`src/rtl/imem_loader_if.sv`:
```
// Loader port bundle: the host-side byte stream with its control/status, plus
// the instruction-memory byte write port driven by the loader.
interface imem_loader_if #(
    parameter int ADDR_W = 8
);
    logic              ld_start;
    logic [ADDR_W:0]   ld_len;
    logic              ld_abort;
    logic              ld_valid;
    logic [7:0]        ld_data;
    logic              ld_ready;
    logic              mem_we;
    logic [ADDR_W-1:0] mem_waddr;
    logic [7:0]        mem_wdata;
    logic              core_rst;
    logic              busy;
    logic              done;
    logic              err;
    logic [7:0]        ld_sum;

    modport master (
        output ld_start, ld_len, ld_abort, ld_valid, ld_data,
        input  ld_ready, mem_we, mem_waddr, mem_wdata, core_rst, busy, done, err, ld_sum
    );

    modport slave (
        input  ld_start, ld_len, ld_abort, ld_valid, ld_data,
        output ld_ready, mem_we, mem_waddr, mem_wdata, core_rst, busy, done, err, ld_sum
    );
endinterface

```
`src/rtl/imem_loader.sv`:
```
// Streams a program into the byte-wide instruction memory while holding the
// core in reset, then releases the core after a fixed hold period.
module imem_loader #(
    parameter int MEM_BYTES   = 256,
    parameter int ADDR_W      = 8,
    parameter int HOLD_CYCLES = 4
) (
    input logic         clk,
    input logic         rst,
    imem_loader_if.slave bus
);
    localparam int                HOLD_W      = $clog2(HOLD_CYCLES) + 1;
    localparam logic [HOLD_W-1:0] HOLD_RELOAD = HOLD_W'(HOLD_CYCLES - 1);
    localparam logic [ADDR_W:0]   MAX_LEN     = (ADDR_W + 1)'(MEM_BYTES);

    typedef enum logic [1:0] {
        S_HOLD,
        S_RUN,
        S_LOAD
    } state_t;

    state_t            state_q, state_d;
    logic [HOLD_W-1:0] hold_cnt_q, hold_cnt_d;
    logic [ADDR_W:0]   cnt_q, cnt_d;
    logic [ADDR_W:0]   len_q, len_d;
    logic [7:0]        sum_q, sum_d;
    logic              we_q, we_d;
    logic [ADDR_W-1:0] waddr_q, waddr_d;
    logic [7:0]        wdata_q, wdata_d;
    logic              done_q, done_d;
    logic              err_q, err_d;
    logic [ADDR_W:0]   cnt_inc;

    assign cnt_inc = cnt_q + (ADDR_W + 1)'(1);

    // NOTE: every _d gets a default before the case so no path leaves it unassigned and infers a latch.
    always_comb begin
        state_d    = state_q;
        hold_cnt_d = hold_cnt_q;
        cnt_d      = cnt_q;
        len_d      = len_q;
        sum_d      = sum_q;
        we_d       = 1'b0;
        waddr_d    = waddr_q;
        wdata_d    = wdata_q;
        done_d     = 1'b0;
        err_d      = 1'b0;

        unique case (state_q)
            S_HOLD: begin
                if (hold_cnt_q == '0) state_d = S_RUN;
                else                  hold_cnt_d = hold_cnt_q - HOLD_W'(1);
            end
            S_RUN: begin
                if (bus.ld_start) begin
                    if (bus.ld_len != '0 && bus.ld_len <= MAX_LEN) begin
                        state_d = S_LOAD;
                        len_d   = bus.ld_len;
                        cnt_d   = '0;
                        sum_d   = '0;
                    end else begin
                        err_d = 1'b1;
                    end
                end
            end
            S_LOAD: begin
                // Abort wins over a same-cycle handshake: that byte is dropped.
                if (bus.ld_abort) begin
                    err_d      = 1'b1;
                    state_d    = S_HOLD;
                    hold_cnt_d = HOLD_RELOAD;
                end else if (bus.ld_valid) begin
                    we_d    = 1'b1;
                    waddr_d = cnt_q[ADDR_W-1:0];
                    wdata_d = bus.ld_data;
                    cnt_d   = cnt_inc;
                    sum_d   = sum_q + bus.ld_data;
                    if (cnt_inc == len_q) begin
                        state_d    = S_HOLD;
                        hold_cnt_d = HOLD_RELOAD;
                        done_d     = 1'b1;
                    end
                end
            end
            default: begin
                state_d    = S_HOLD;
                hold_cnt_d = HOLD_RELOAD;
            end
        endcase
    end

    // NOTE: sequential state uses non-blocking assignments so all flops update from pre-edge values.
    always_ff @(posedge clk or posedge rst) begin
        if (rst) begin
            state_q    <= S_HOLD;
            hold_cnt_q <= HOLD_RELOAD;
            cnt_q      <= '0;
            len_q      <= '0;
            sum_q      <= '0;
            we_q       <= 1'b0;
            waddr_q    <= '0;
            wdata_q    <= '0;
            done_q     <= 1'b0;
            err_q      <= 1'b0;
        end else begin
            state_q    <= state_d;
            hold_cnt_q <= hold_cnt_d;
            cnt_q      <= cnt_d;
            len_q      <= len_d;
            sum_q      <= sum_d;
            we_q       <= we_d;
            waddr_q    <= waddr_d;
            wdata_q    <= wdata_d;
            done_q     <= done_d;
            err_q      <= err_d;
        end
    end

    assign bus.ld_ready  = (state_q == S_LOAD);
    assign bus.core_rst  = (state_q != S_RUN);
    assign bus.busy      = (state_q != S_RUN);
    assign bus.mem_we    = we_q;
    assign bus.mem_waddr = waddr_q;
    assign bus.mem_wdata = wdata_q;
    assign bus.done      = done_q;
    assign bus.err       = err_q;
    assign bus.ld_sum    = sum_q;
endmodule

```
`src/flat_wrapper.sv`:
```
// flat-port wrapper written by rule: the top's interface ports become plain ports
module imem_loader_flat 
#(
    parameter int MEM_BYTES   = 256,
    parameter int ADDR_W      = 8,
    parameter int HOLD_CYCLES = 4
)
  (clk, rst, bus_ld_start, bus_ld_len, bus_ld_abort, bus_ld_valid, bus_ld_data, bus_ld_ready, bus_mem_we, bus_mem_waddr, bus_mem_wdata, bus_core_rst, bus_busy, bus_done, bus_err, bus_ld_sum);
  imem_loader_if #(.ADDR_W(ADDR_W)) bus_i ();
  input logic clk;
  input logic rst;
  input wire logic [$bits(bus_i.ld_start)-1:0] bus_ld_start;
  input wire logic [$bits(bus_i.ld_len)-1:0] bus_ld_len;
  input wire logic [$bits(bus_i.ld_abort)-1:0] bus_ld_abort;
  input wire logic [$bits(bus_i.ld_valid)-1:0] bus_ld_valid;
  input wire logic [$bits(bus_i.ld_data)-1:0] bus_ld_data;
  output wire logic [$bits(bus_i.ld_ready)-1:0] bus_ld_ready;
  output wire logic [$bits(bus_i.mem_we)-1:0] bus_mem_we;
  output wire logic [$bits(bus_i.mem_waddr)-1:0] bus_mem_waddr;
  output wire logic [$bits(bus_i.mem_wdata)-1:0] bus_mem_wdata;
  output wire logic [$bits(bus_i.core_rst)-1:0] bus_core_rst;
  output wire logic [$bits(bus_i.busy)-1:0] bus_busy;
  output wire logic [$bits(bus_i.done)-1:0] bus_done;
  output wire logic [$bits(bus_i.err)-1:0] bus_err;
  output wire logic [$bits(bus_i.ld_sum)-1:0] bus_ld_sum;
  assign bus_i.ld_start = bus_ld_start;
  assign bus_i.ld_len = bus_ld_len;
  assign bus_i.ld_abort = bus_ld_abort;
  assign bus_i.ld_valid = bus_ld_valid;
  assign bus_i.ld_data = bus_ld_data;
  assign bus_ld_ready = bus_i.ld_ready;
  assign bus_mem_we = bus_i.mem_we;
  assign bus_mem_waddr = bus_i.mem_waddr;
  assign bus_mem_wdata = bus_i.mem_wdata;
  assign bus_core_rst = bus_i.core_rst;
  assign bus_busy = bus_i.busy;
  assign bus_done = bus_i.done;
  assign bus_err = bus_i.err;
  assign bus_ld_sum = bus_i.ld_sum;
  imem_loader #(.MEM_BYTES(MEM_BYTES), .ADDR_W(ADDR_W), .HOLD_CYCLES(HOLD_CYCLES)) u_core (.clk(clk), .rst(rst), .bus(bus_i));
endmodule
```
`config.mk`:
```
export PLATFORM = sky130hd
export DESIGN_NAME = imem_loader_flat
export DESIGN_NICKNAME = d
export VERILOG_FILES = /design/src/rtl/imem_loader_if.sv /design/src/rtl/imem_loader.sv /design/src/flat_wrapper.sv
export SDC_FILE = /design/constraint.sdc
export NUM_CORES = 1
export LEC_CHECK = 0
export ABC_AREA = 1
export BUFFER_PORTS_ARGS = -buffer_cell sky130_fd_sc_hd__buf_2
export CORE_MARGIN = 5
export CORE_UTILIZATION = 55
export DETAILED_ROUTE_END_ITERATION = 7
export HOLD_SLACK_MARGIN = 0.03
export MAX_ROUTING_LAYER = met4
export PLACE_DENSITY = 0.79
export SYNTH_ARGS = -nofsm -noshare
export SYNTH_HDL_FRONTEND = slang
export SYNTH_SLANG_ARGS = --single-unit
```
`constraint.sdc`:
```
create_clock -name clk -period 2.15 [get_ports clk]
set_input_delay 0.1075 -clock clk [delete_from_list [all_inputs] [get_ports clk]]
set_output_delay 0.1075 -clock clk [all_outputs]
set_load 0.01 [all_outputs]
```
* Word level (Yosys, flattened, before mapping)
Cells that the tools add are included.
** Storage, ports and cells
- Flip-flop bits (word level) :: 50
- Output and inout port bits :: 30
- Logic and storage cells :: 71
** Operators by class
- $add $sub $neg :: 3
- $lt $le $gt $ge :: 1
- Eq/ne operators :: 12
- Multiplexer cells :: 33
- Bitwise gates (word level) :: 2
- Reductions and logical operators :: 10
** Operators by type and width (count)
- 9-bit 2-to-1 mux :: 4
- 8-bit 2-to-1 mux :: 4
- 9-bit case mux with 2 select lines :: 1
- 8-bit case mux with 2 select lines :: 1
- 2-bit 2-to-1 mux :: 6
- 3-bit 2-to-1 mux :: 4
- 1-bit 2-to-1 mux :: 10
- 5-bit AND reduction :: 2
- 9-bit by 1-bit adder with 9-bit output (second input constant) :: 1
- 9-bit equality test :: 1
- 9-bit <= comparator (second input constant) :: 1
- 3-bit case mux with 3 select lines :: 1
- 9-bit nonzero test :: 1
- 8-bit adder :: 1
- 2-bit inequality test (second input constant) :: 4
- 2-bit by 1-bit inequality test with 1-bit output (second input constant) :: 3
- 2-bit case mux with 3 select lines :: 1
- 3-bit AND reduction :: 2
- 4-bit AND reduction :: 1
- 3-bit logical NOT :: 1
- 3-bit by 2-bit inequality test with 1-bit output (second input constant) :: 1
- 3-bit inequality test (second input constant) :: 1
- 3-bit by 1-bit subtractor with 3-bit output (second input constant) :: 1
- 2-bit by 1-bit equality test with 1-bit output (second input constant) :: 1
- other kinds (6) :: 7

* Longest topological paths before layout
Gate-level depths: netlist of the first run.
- Word-level depth :: 6
- Mapped depth :: 15
- Mapped depth without buffers :: 15

* Least setup slack after synthesis of the first run
Ideal clock, no wire load.
- Path type :: register to register
- From :: register u_core.cnt_q[0]
- To :: register u_core.state_q[0]
- Setup time :: 117 ps
- Data arrival time :: 1605 ps
- Path slack :: 429 ps
- Cell stages (with the launch flop) :: 13
- Buffers on the path :: 0
- Clock period less this slack :: 1721 ps
- Cells stage by stage :: dfrtp_1 ha_1 xor2_1 nor2_1 nand2_1 nor2_1 nand2_1 nor2_2 nand3_2 nand2_4 nand2_1 nand2_1 nand2_1
** Between the ends
- Word-level cells in the longest chain between the ends :: 4
** Ends and longest elaborated chain
- start: declaration :: RTL line imem_loader.sv:24 : logic [ADDR_W:0] cnt_q, cnt_d;
- start signal: assignment :: RTL line imem_loader.sv:108 : cnt_q <= cnt_d;
- 9-bit by 1-bit adder with 9-bit output :: RTL line imem_loader.sv:34 : assign cnt_inc = cnt_q + (ADDR_W + 1)'(1);
- 9-bit equality test :: RTL line imem_loader.sv:78 : if (cnt_inc == len_q) begin
- 3-bit by 2-bit inequality test with 1-bit output (no line)
- 5-bit AND reduction (no line)
- end signal: assignment :: RTL line imem_loader.sv:106 : state_q <= state_d;
- end: declaration :: RTL line imem_loader.sv:22 : state_t state_q, state_d;
No other way between the ends.
A chain may end at the register's enable or synchronous reset.

* Worst setup path after layout of the first run
Same ends and word-level chain as after synthesis.

==> impl_metrics.ini, run 1 <==
[grt]
global_route.usage.met2 = 0.3078
grt_antenna_before_repair = 0
overflow = 0
global_route_wire_length_before_repair_mm = 9.798
globalRouteMet3Util = 0.03618
track_usage = 0.1968
global_route.peak_usage_layer = met2
first_global_vias = 2150
maximum_number_of_pins_on_one_net_before_global_route_repair = 23
grtUsageMet1 = 0.2595

[timing]
totalNegativeSetupSlack_ns = 0
period_needed_ns = 1.887
worstMarginPinSlew_ns = 0.3661
maxClockFrequency_mhz = 530.0
finClkSkew_ns = 0.01311
unrepaired_setup_endpoints_after_global_routing = no
slew_viol_final = 0
relSlewSlack = 0.7556
setup_violations = 0
min_period_over_period = 0.8776
hold_violations = 0

[min_path]
worst_hold_path.num_cells = 3
timing.hold.worst.class = primary input to flop
holdCritStartpoint = bus_ld_data[5]
worstHoldEndpoint = u_core.bus.mem_wdata[5]

[layout]
flow.area_growth_from_synthesis_pct = 17.53
layout-drive-gt1-share = 0.1981
filler_cell_count = 433
final-instance-count-excl-fill = 494
sequential_cell_area_um2 = 1254
mostFrequentLayoutCells = 143 x sky130_fd_sc_hd__nand2_1, 51 x sky130_fd_sc_hd__buf_2, 48 x sky130_fd_sc_hd__dfrtp_1, 39 x sky130_fd_sc_hd__inv_1, 26 x sky130_fd_sc_hd__nand3_1
antenna_cells_inserted = 0
mostFrequentLayoutCell = sky130_fd_sc_hd__nand2_1
area_of_combinational_cells_with_multiple_inputs_um2 = 1348
finalNetCount = 461

[placed_design]
dp_hpwl_mm = 4.430
finalWeightedCongestion = 0.8915
port_buffers = 51
placed_cells = 482

[yosys]
ys_seq_area_frac = 0.4469
postSynthRegisterBits = 50
synth.cell_area_um2 = 2805
ys_types = 30
synth_nets = 402
synth.avg_cell_area_um2 = 7.685
syn_inst = 365
synth-warning-count = 0

[setup_path]
cp-end-kind = flop
worstPathMaxFanout = 7
criticalPathCategory = flop to flop
setup.worst_path.start_class = flop
regToRegEndpoint = u_core.state_q[0]
timing.rr.start = u_core.cnt_q[0]
signal_arrival_time_at_the_worst_endpoint_ns = 2.08
ff_to_ff_setup_slack_ns = 0.26
worstRegToRegCells = 12
crit_required_ns = 2.34

[die]
floorplan.rows = 26
design.portCount = 52
area_of_the_die_um2 = 6628
coreArea_um2 = 5042
initial_core_util = 0.5563
die_width_um = 81.42
dieHeight_um = 81.42

[routing]
route.antenna.remaining_nets = 0
postRouteWirelength_mm = 5.921
drtIter0Drc = 193
route.detailed.drc = 0
detail_route.first_pass.iterations = 5
wire_per_inst_um = 11.99
via_count = 2418
viasPerCell = 4.895

[clock_network]
cts_setup_buffers = 0
path_clk_slew_ns = 0.09
clock_tree_root_buffer_cell = sky130_fd_sc_hd__clkbuf_8
cts_max_path_buffers = 2
numClockSinks = 50
number_of_buffers_inserted_during_clock_tree_synthesis = 5
clock_tree_from_tritoncts = built
worst_skew_pair_later_pin_latency_ns = 0.30
cts.htree.levels = 2

[status]
run_status = completed

[pwr]
ir_drop_uv = 633.4
power_per_cell_area_nw_per_um2 = 1127
power_mw = 3.715
p_leak_nw = 1.831

[flow_run]
maxCapViolations = 0
## kinds of logic after synthesis
logic type                 synth area share
and+or+nand+nor                      0.3234
buffers and inverters               0.07448
DFF                                  0.4469
AOI/OAI and AO/OA                   0.06690
adders and majority gates           0.06958
xor gates and xnor gates            0.01874
## cells in the mapped netlist
cell type	count	area [um^2]
sky130_fd_sc_hd__fa_1	1	20.02
sky130_fd_sc_hd__nor3_1	1	5.000
sky130_fd_sc_hd__nor2_2	3	18.77
sky130_fd_sc_hd__buf_4	2	15.01
sky130_fd_sc_hd__nor2_4	1	11.26
sky130_fd_sc_hd__nand3b_1	2	15.01
sky130_fd_sc_hd__clkbuf_1	3	11.26
sky130_fd_sc_hd__o21ai_1	16	80.08
sky130_fd_sc_hd__ha_1	14	175.2
sky130_fd_sc_hd__buf_6	1	11.26
sky130_fd_sc_hd__nor2_1	16	60.06
sky130_fd_sc_hd__xnor2_1	3	26.28
sky130_fd_sc_hd__a21boi_0	1	7.510
sky130_fd_sc_hd__clkinv_2	1	5.000
sky130_fd_sc_hd__dfstp_2	2	52.55
sky130_fd_sc_hd__nand2_2	5	31.28
sky130_fd_sc_hd__nand4_1	3	18.77
sky130_fd_sc_hd__o21ai_0	13	65.06
sky130_fd_sc_hd__nor2_8	1	20.02
sky130_fd_sc_hd__inv_2	2	7.510
sky130_fd_sc_hd__nand2_1	143	536.8
sky130_fd_sc_hd__nand2_4	2	22.52
sky130_fd_sc_hd__inv_1	41	153.9
sky130_fd_sc_hd__dfrtp_1	48	1201
sky130_fd_sc_hd__nand3_4	1	17.52
sky130_fd_sc_hd__nand3_2	2	20.02
sky130_fd_sc_hd__xor2_1	3	26.28
sky130_fd_sc_hd__buf_2	1	5.000
sky130_fd_sc_hd__nand3_1	26	130.1
sky130_fd_sc_hd__a21oi_1	7	35.03
## final cells by class
type                    count  share of cell area
repair buffers             58             0.09639
repair inverters            1            0.002277
well taps                  70             0.02657
inverters                  44             0.05161
clock inverters             1            0.009108
multi-input cells         264              0.4087
clock buffers               6             0.02505
flip-flops and latches     50              0.3803
## routing by layer
layer / share of wire / vias to the layer above
met5: 0 / -
met4: 0.0096 / 0
met3: 0.067 / 8
met2: 0.46 / 65
met1: 0.46 / 1082
li1: - / 1263
## sequential cells by signal, summed over array words and instances, names as in the netlist, 2 cells and up
name	count
u_core.bus.ld_sum	8
u_core.bus.mem_waddr	8
u_core.bus.mem_wdata	8
u_core.cnt_q	9
u_core.hold_cnt_q	3
u_core.len_q	9
u_core.state_q	2
## timing repair
| item | 4_1_cts | 5_1_grt |
|---|---|---|
| hold endpoints to repair | 17 | 1 |
| endpoints found under the setup margin | 0 | 1 |
| resized for setup | 0 | 3 |
| hold buffers | 3 | 1 |
## metrics by stage
stage / area, um^2 / hold slack (ns) / worst slack (ns) / util
3_5_place_dp: 3128 / 0.1061 / 0.2418 / 0.6203
4_1_cts: 3271 / 0.03287 / 0.2264 / 0.6486
3_3_place_gp: 3128 / 0.1043 / 0.2946 / 0.6203
6_report: 3297 / 0.03081 / 0.2631 / 0.6538
5_1_grt: 3297 / 0.03441 / 0.07270 / 0.6538
2_1_floorplan: 2805 / 0.2242 / 0.4287 / -
## critical path, cell delays in order, from the launching register on
cell                      delay (ns)
sky130_fd_sc_hd__dfrtp_1        0.46
sky130_fd_sc_hd__ha_1           0.35
sky130_fd_sc_hd__xor2_1         0.17
sky130_fd_sc_hd__nor2_1         0.08
sky130_fd_sc_hd__nand2_1        0.06
sky130_fd_sc_hd__nor2_1         0.08
sky130_fd_sc_hd__nand2_1        0.07
sky130_fd_sc_hd__nor2_2         0.12
sky130_fd_sc_hd__nand3_2        0.10
sky130_fd_sc_hd__nand2_4        0.11
sky130_fd_sc_hd__nand2_1        0.07
sky130_fd_sc_hd__nand2_1        0.06
sky130_fd_sc_hd__nand2_1        0.05
## power breakdown
group          total (mW)  switching, mW  internal, mW
Clock               0.668          0.296         0.372
Sequential           1.49          0.230          1.26
Combinational        1.56          0.943         0.614
## worst max-delay path by stage
stage	from	to	slack, ns
after floorplan	u_core.cnt_q[0]	u_core.state_q[0]	0.43
after global placement	u_core.cnt_q[0]	u_core.state_q[1]	0.29
after detailed placement	u_core.state_q[0]	u_core.bus.mem_waddr[7]	0.24
after CTS	u_core.state_q[0]	u_core.bus.mem_waddr[7]	0.23
after global routing	u_core.cnt_q[1]	u_core.hold_cnt_q[2]	0.07
final	u_core.cnt_q[0]	u_core.state_q[0]	0.26
Power figures use the tool's default switching activity.
==> run 2, diff against run 1 <==
--- a/config.mk
+++ b/config.mk
@@ -12,7 +12,7 @@
 export DETAILED_ROUTE_END_ITERATION = 7
 export HOLD_SLACK_MARGIN = 0.03
 export MAX_ROUTING_LAYER = met4
-export PLACE_DENSITY = 0.79
+export PLACE_DENSITY_LB_ADDON = 0.1
 export SYNTH_ARGS = -nofsm -noshare
 export SYNTH_HDL_FRONTEND = slang
 export SYNTH_SLANG_ARGS = --single-unit
==> impl_metrics.ini, run 2 (synthesis results as in run 1) <==
[setup_path]
regToRegEndpoint = u_core.state_q[0]
library_cell_appearing_most_often_on_the_critical_path = sky130_fd_sc_hd__nand2_1
signal_arrival_time_at_the_worst_endpoint_ns = 2.15
cp-startpoint = u_core.cnt_q[0]
setup.worst_path.start_class = flop
timing.rr.start = u_core.cnt_q[0]
cp-end-kind = flop
worstPathMaxFanout = 7
ff_to_ff_setup_slack_ns = 0.20
slowest_stage = sky130_fd_sc_hd__dfrtp_1
worstRegToRegCells = 14
criticalPathCategory = flop to flop
crit_required_ns = 2.35
critical_path_s_largest_stage_delay_ns = 0.49
path_cells = ha_1 > nand2_1 > inv_1 > nand3_1 > nand2_1 > nand2_1 > nand2_1 > nand2_1 > nor2_2 > nand3_2 > nand2_4 > nand2_1 > nand2_1 > nand2_1

[timing]
period_needed_ns = 1.948
worstMarginPinSlew_ns = 0.4236
min_period_over_period = 0.9062
maxClockFrequency_mhz = 513.3
unrepaired_setup_endpoints_after_global_routing = no
finClkSkew_ns = 0.009398
minimum_setup_slack_in_the_final_design_ns = 0.2018
setup_violations = 0
hold_violations = 0
slew_viol_final = 0
relSlewSlack = 0.7172
fin_hold_ws_ns = 0.02615
totalNegativeSetupSlack_ns = 0

[layout]
flow.area_growth_from_synthesis_pct = 17.40
layout-drive-gt1-share = 0.2037
finalNetCount = 463
reg.largest.list = u_core.cnt_q: 9 flops, u_core.len_q: 9 flops
antenna_cells_inserted = 0
mostFrequentLayoutCell = sky130_fd_sc_hd__nand2_1
mostFrequentLayoutCells = 143 x sky130_fd_sc_hd__nand2_1, 51 x sky130_fd_sc_hd__buf_2, 48 x sky130_fd_sc_hd__dfrtp_1, 39 x sky130_fd_sc_hd__inv_1, 26 x sky130_fd_sc_hd__nand3_1

[pwr]
combinationalPowerShare = 0.431
ir_drop_uv = 723.7
p_leak_nw = 1.826
power_frac_seq = 0.411
power_per_cell_area_nw_per_um2 = 1099
share_clk_of_total_power = 0.158
internal_power_mw = 2.114
swShare = 0.4156
p_sw_mw = 1.503

[die]
die_width_um = 81.42
design.portCount = 52
floorplan.rows = 26
area_of_the_die_um2 = 6628
dieHeight_um = 81.42
initial_core_util = 0.5563
coreArea_um2 = 5042

[routing]
route.antenna.remaining_nets = 0
via_count = 2430
postRouteWirelength_mm = 5.921
route.detailed.drc = 0
drtIter0Drc = 169
wire_per_inst_um = 11.91
detail_route.first_pass.iterations = 5
viasPerCell = 4.889

[grt]
track_usage = 0.1956
first_global_vias = 2217
global_route_wire_length_before_repair_mm = 9.832
overflow = 0
grt_antenna_before_repair = 0
maximum_number_of_pins_on_one_net_before_global_route_repair = 23

[clock_network]
path_clk_slew_ns = 0.10
worst_skew_pair_later_pin_latency_ns = 0.31
clock_tree_from_tritoncts = built
cts.htree.levels = 2
cts_max_path_buffers = 2
clock_tree_root_buffer_cell = sky130_fd_sc_hd__clkbuf_8
numClockSinks = 50
number_of_buffers_inserted_during_clock_tree_synthesis = 5

[status]
run_status = completed

[placed_design]
port_buffers = 51
finalWeightedCongestion = 0.9011
dp_hpwl_mm = 4.417
dpl_worst_slack_ns = 0.2010

[min_path]
timing.hold.worst.class = primary input to flop
worstHoldEndpoint = u_core.bus.mem_wdata[2]
worst_hold_path.num_cells = 3
holdCritStartpoint = bus_ld_data[2]

[flow_run]
maxCapViolations = 0
run 2: cell types whose count changed in the layout (fill, tap and decap cells not counted), sizes merged:
cell      change
buf           +2
clkinv        +1
clkinvlp      +1
bufinv        -1
clkbuf        -1
inv           +1
run 2: worst max path at each step:
stage                                         end  depth (start not counted)
final                           u_core.state_q[0]                         14
after global routing            u_core.state_q[1]                         14
after CTS                 u_core.bus.mem_waddr[5]                          8
after detailed placement  u_core.bus.mem_waddr[3]                          9
after global placement          u_core.state_q[0]                         12
after floorplan                 u_core.state_q[0]                         12
run 2: final cells by class:
cell class,count,area (um^2)
Fill cell,474,1749
Multi-Input combinational cell,264,1348
Sequential cell,50,1254
Timing Repair Buffer,60,332.8
Inverter,44,170.2
Tap cell,70,87.58
Clock buffer,5,68.82
Clock inverter,3,25.02
Timing Repair inverter,1,7.507
run 2: power groups by stage:
stage	Clock, mW	Sequential, mW	Combinational (mW)
final	0.571	1.49	1.56
after floorplan	0	1.55	1.08
after global placement	0	1.50	1.51
after detailed placement	0	1.50	1.56
after global routing	0.628	1.54	1.82
after CTS	0.590	1.49	1.57
run 2: per-layer routing:
layer	up-vias	track usage	wire [um]
li1	1270	-	-
met1	1090	0.2636	2902
met2	61	0.2972	2637
met3	9	0.04496	296
met4	0	0.05405	85
met5	-	-	0
run 2: stage by stage:
stage	instances	power, mW	utilization	instance area, um^2
after global placement	482	3.011	0.6203	3128
final	497	3.618	0.6531	3293
after detailed placement	482	3.062	0.6203	3128
after CTS	494	3.644	0.6469	3262
after floorplan	365	2.626	-	2805
after global routing	497	3.984	0.6531	3293
run 2: repair_timing:
| action | in CTS | in global routing |
|---|---|---|
| setup buffers | 0 | 2 |
| resized for setup | 0 | 3 |
| hold buffers | 4 | 0 |
| hold endpoints to repair | 20 | 0 |
| endpoints found under the setup margin | 0 | 5 |
run 2: critical path: cells and delay by family, from the launching register on:
| family | cells | cell delay (ns) |
|---|---|---|
| AND/OR/NAND/NOR | 12 | 0.98 |
| buffers and inverters | 1 | 0.13 |
| flip-flops | 1 | 0.49 |
| adder cells (fa/ha/maj) | 1 | 0.25 |
==> run 3, diff against run 2 <==
--- a/config.mk
+++ b/config.mk
@@ -7,8 +7,9 @@
 export LEC_CHECK = 0
 export ABC_AREA = 1
 export BUFFER_PORTS_ARGS = -buffer_cell sky130_fd_sc_hd__buf_2
+export CAP_MARGIN = 5
 export CORE_MARGIN = 5
-export CORE_UTILIZATION = 55
+export CORE_UTILIZATION = 50
 export DETAILED_ROUTE_END_ITERATION = 7
 export HOLD_SLACK_MARGIN = 0.03
 export MAX_ROUTING_LAYER = met4
==> constraint.sdc (replaced) <==
create_clock -name clk -period 1.75 [get_ports clk]
set_input_delay 0.0875 -clock clk [delete_from_list [all_inputs] [get_ports clk]]
set_output_delay 0.0875 -clock clk [all_outputs]
set_load 0.01 [all_outputs]
==> impl_metrics.ini, run 3 (synthesis results as in run 1) <==
[setup_path]
critical_path_s_largest_stage_delay_ns = 0.44
signal_arrival_time_at_the_worst_endpoint_ns = 1.99
setup.worst_path.start_class = flop
path_cells = ha_4 > nand2_2 > inv_2 > nand2_2 > nand2_2 > nand2_1 > nand2_1 > nor2_1 > nand2_1 > nor2_2 > nand3_2 > nand2_4 > nand2_4 > nand2_2 > nand2_1
slowest_stage = sky130_fd_sc_hd__dfrtp_1
cp-end-kind = flop
crit_required_ns = 1.96
critical-path-top-delay-family = simple AND/OR/NAND/NOR gates
criticalPathCategory = flop to flop
cp.buffers_inverters = 1
worstPathMaxFanout = 7

[grt]
global_route_wire_length_before_repair_mm = 10.62
track_usage = 0.1833
maximum_number_of_pins_on_one_net_before_global_route_repair = 21
grt_antenna_before_repair = 0
first_global_vias = 2320
overflow = 0

[routing]
route.antenna.remaining_nets = 0
via_count = 2536
viasPerCell = 4.896
detail_route.first_pass.iterations = 4
route.detailed.drc = 0
postRouteWirelength_mm = 6.581
drtIter0Drc = 220
wire_per_inst_um = 12.70

[placed_design]
placed_area_um2 = 3176
port_buffers = 51
finalWeightedCongestion = 0.8587
dp_hpwl_mm = 4.377

[pwr]
power_per_cell_area_nw_per_um2 = 1401
swShare = 0.3931
internal_power_mw = 3.131
p_leak_nw = 1.966
share_clk_of_total_power = 0.194
p_sw_mw = 2.028
ir_drop_uv = 987.7
combinationalPowerShare = 0.450
power_frac_seq = 0.355
power_mw = 5.158

[flow_run]
maxCapViolations = 0

[layout]
mostFrequentLayoutCells = 130 x sky130_fd_sc_hd__nand2_1, 50 x sky130_fd_sc_hd__buf_2, 45 x sky130_fd_sc_hd__dfrtp_1, 35 x sky130_fd_sc_hd__inv_1, 23 x sky130_fd_sc_hd__nand3_1
reg.largest.list = u_core.cnt_q: 9 flops, u_core.len_q: 9 flops
fin_area_um2 = 3681
flow.area_growth_from_synthesis_pct = 31.22
layout-drive-gt1-share = 0.3004
mostFrequentLayoutCell = sky130_fd_sc_hd__nand2_1
antenna_cells_inserted = 0
finalNetCount = 482

[die]
dieHeight_um = 84.90
design.portCount = 52
area_of_the_die_um2 = 7208
die_width_um = 84.90
floorplan.rows = 27
initial_core_util = 0.5126
coreArea_um2 = 5473

[clock_network]
number_of_buffers_inserted_during_clock_tree_synthesis = 5
path_clk_slew_ns = 0.09
clock_tree_root_buffer_cell = sky130_fd_sc_hd__clkbuf_8
cts_max_path_buffers = 2
clock_tree_from_tritoncts = built
numClockSinks = 50
worst_skew_pair_later_pin_latency_ns = 0.31
cts.htree.levels = 2

[min_path]
timing.hold.worst.class = primary input to flop

[timing]
unrepaired_setup_endpoints_after_global_routing = yes
min_period_over_period = 1.015
worstMarginPinSlew_ns = 0.4347
slew_viol_final = 0
hold_violations = 0
finClkSkew_ns = 0.004602
minimum_setup_slack_in_the_final_design_ns = -0.02629
fin_hold_ws_ns = 0.03561
period_needed_ns = 1.776
maxClockFrequency_mhz = 563.0
relSlewSlack = 0.7098
setup_violations = 3

[status]
run_status = finished with violations
violations = negative setup slack
## run 3: changes by cell type in the layout (fill, tap and decap cells not counted), sizes merged
cell / previous run / this run
nand3: 29 / 30
clkinv: 2 / 0
buf: 56 / 68
clkbuf: 5 / 6
dlygate4sd3: 4 / 9
bufinv: 0 / 2
## run 3: metrics by stage
| stage | utilization | setup slack (ns) | setup TNS (ns) | instances |
|---|---|---|---|---|
| after floorplan | - | 0.02874 | 0 | 365 |
| after global placement | 0.5802 | -0.03846 | -0.1019 | 490 |
| after detailed placement | 0.5802 | -0.04144 | -0.2847 | 490 |
| after CTS | 0.6404 | -0.006768 | -0.01162 | 513 |
| after global routing | 0.6726 | -0.1615 | -0.7152 | 518 |
| final | 0.6726 | -0.02629 | -0.07086 | 518 |
## run 3: path summary, 6_finish.rpt
| kind | startpoint | end | slack [ns] | cells after the start |
|---|---|---|---|---|
| worst max-delay path | u_core.cnt_q[1] | u_core.state_q[0] | -0.03 | 15 |
| worst min-delay path | bus_ld_len[1] | u_core.len_q[1] | 0.04 | 3 |
| worst max register to register | u_core.cnt_q[1] | u_core.state_q[0] | -0.03 | 15 |
| worst min register to register | u_core.hold_cnt_q[1] | u_core.hold_cnt_q[1] | 0.47 | 2 |
| max in group asynchronous | rst | u_core.hold_cnt_q[1] | 0.78 | 4 |
| min in group asynchronous | rst | u_core.bus.ld_sum[6] | 0.32 | 3 |
## run 3: layer usage
metal | track usage | vias up | part of all wire
met2 | 0.2819 | 68 | 0.45
met4 | 0.03453 | 0 | 0.0071
li1 | - | 1306 | -
met5 | - | - | 0
met3 | 0.03689 | 6 | 0.062
met1 | 0.2546 | 1156 | 0.48
## run 3: tightest hold or removal path, stage by stage
cell and delay, ns:
sky130_fd_sc_hd__buf_2 0.09, sky130_fd_sc_hd__inv_1 0.06, sky130_fd_sc_hd__o21ai_1 0.06
## run 3: power by group through the flow
| stage | Sequential, mW | Clock (mW) | Combinational, mW |
|---|---|---|---|
| after floorplan | 1.90 | 0 | 1.33 |
| after global placement | 1.82 | 0 | 1.97 |
| after detailed placement | 1.82 | 0 | 2.02 |
| after CTS | 1.81 | 1.03 | 2.13 |
| after global routing | 1.89 | 1.07 | 2.64 |
| final | 1.83 | 1.00 | 2.32 |
## run 3: repair_timing
item                                    4_1_cts  5_1_grt
cloned                                        1        2
hold endpoints to repair                     26        0
pin swaps                                     7       19
buffers inserted                              5        4
endpoints found under the setup margin       13       32
gates resized for setup                      14       37
hold buffers                                  9        0
## run 3: cell type report
type / count / area [um^2]
clock inverters: 2 / 60.06
inverters: 44 / 173.9
flip-flops and latches: 50 / 1257
well taps: 72 / 90.09
fillers: 475 / 1792
clock buffers: 6 / 82.58
multi-input cells: 265 / 1505
repair inverters: 2 / 12.51
repair buffers: 77 / 499.2
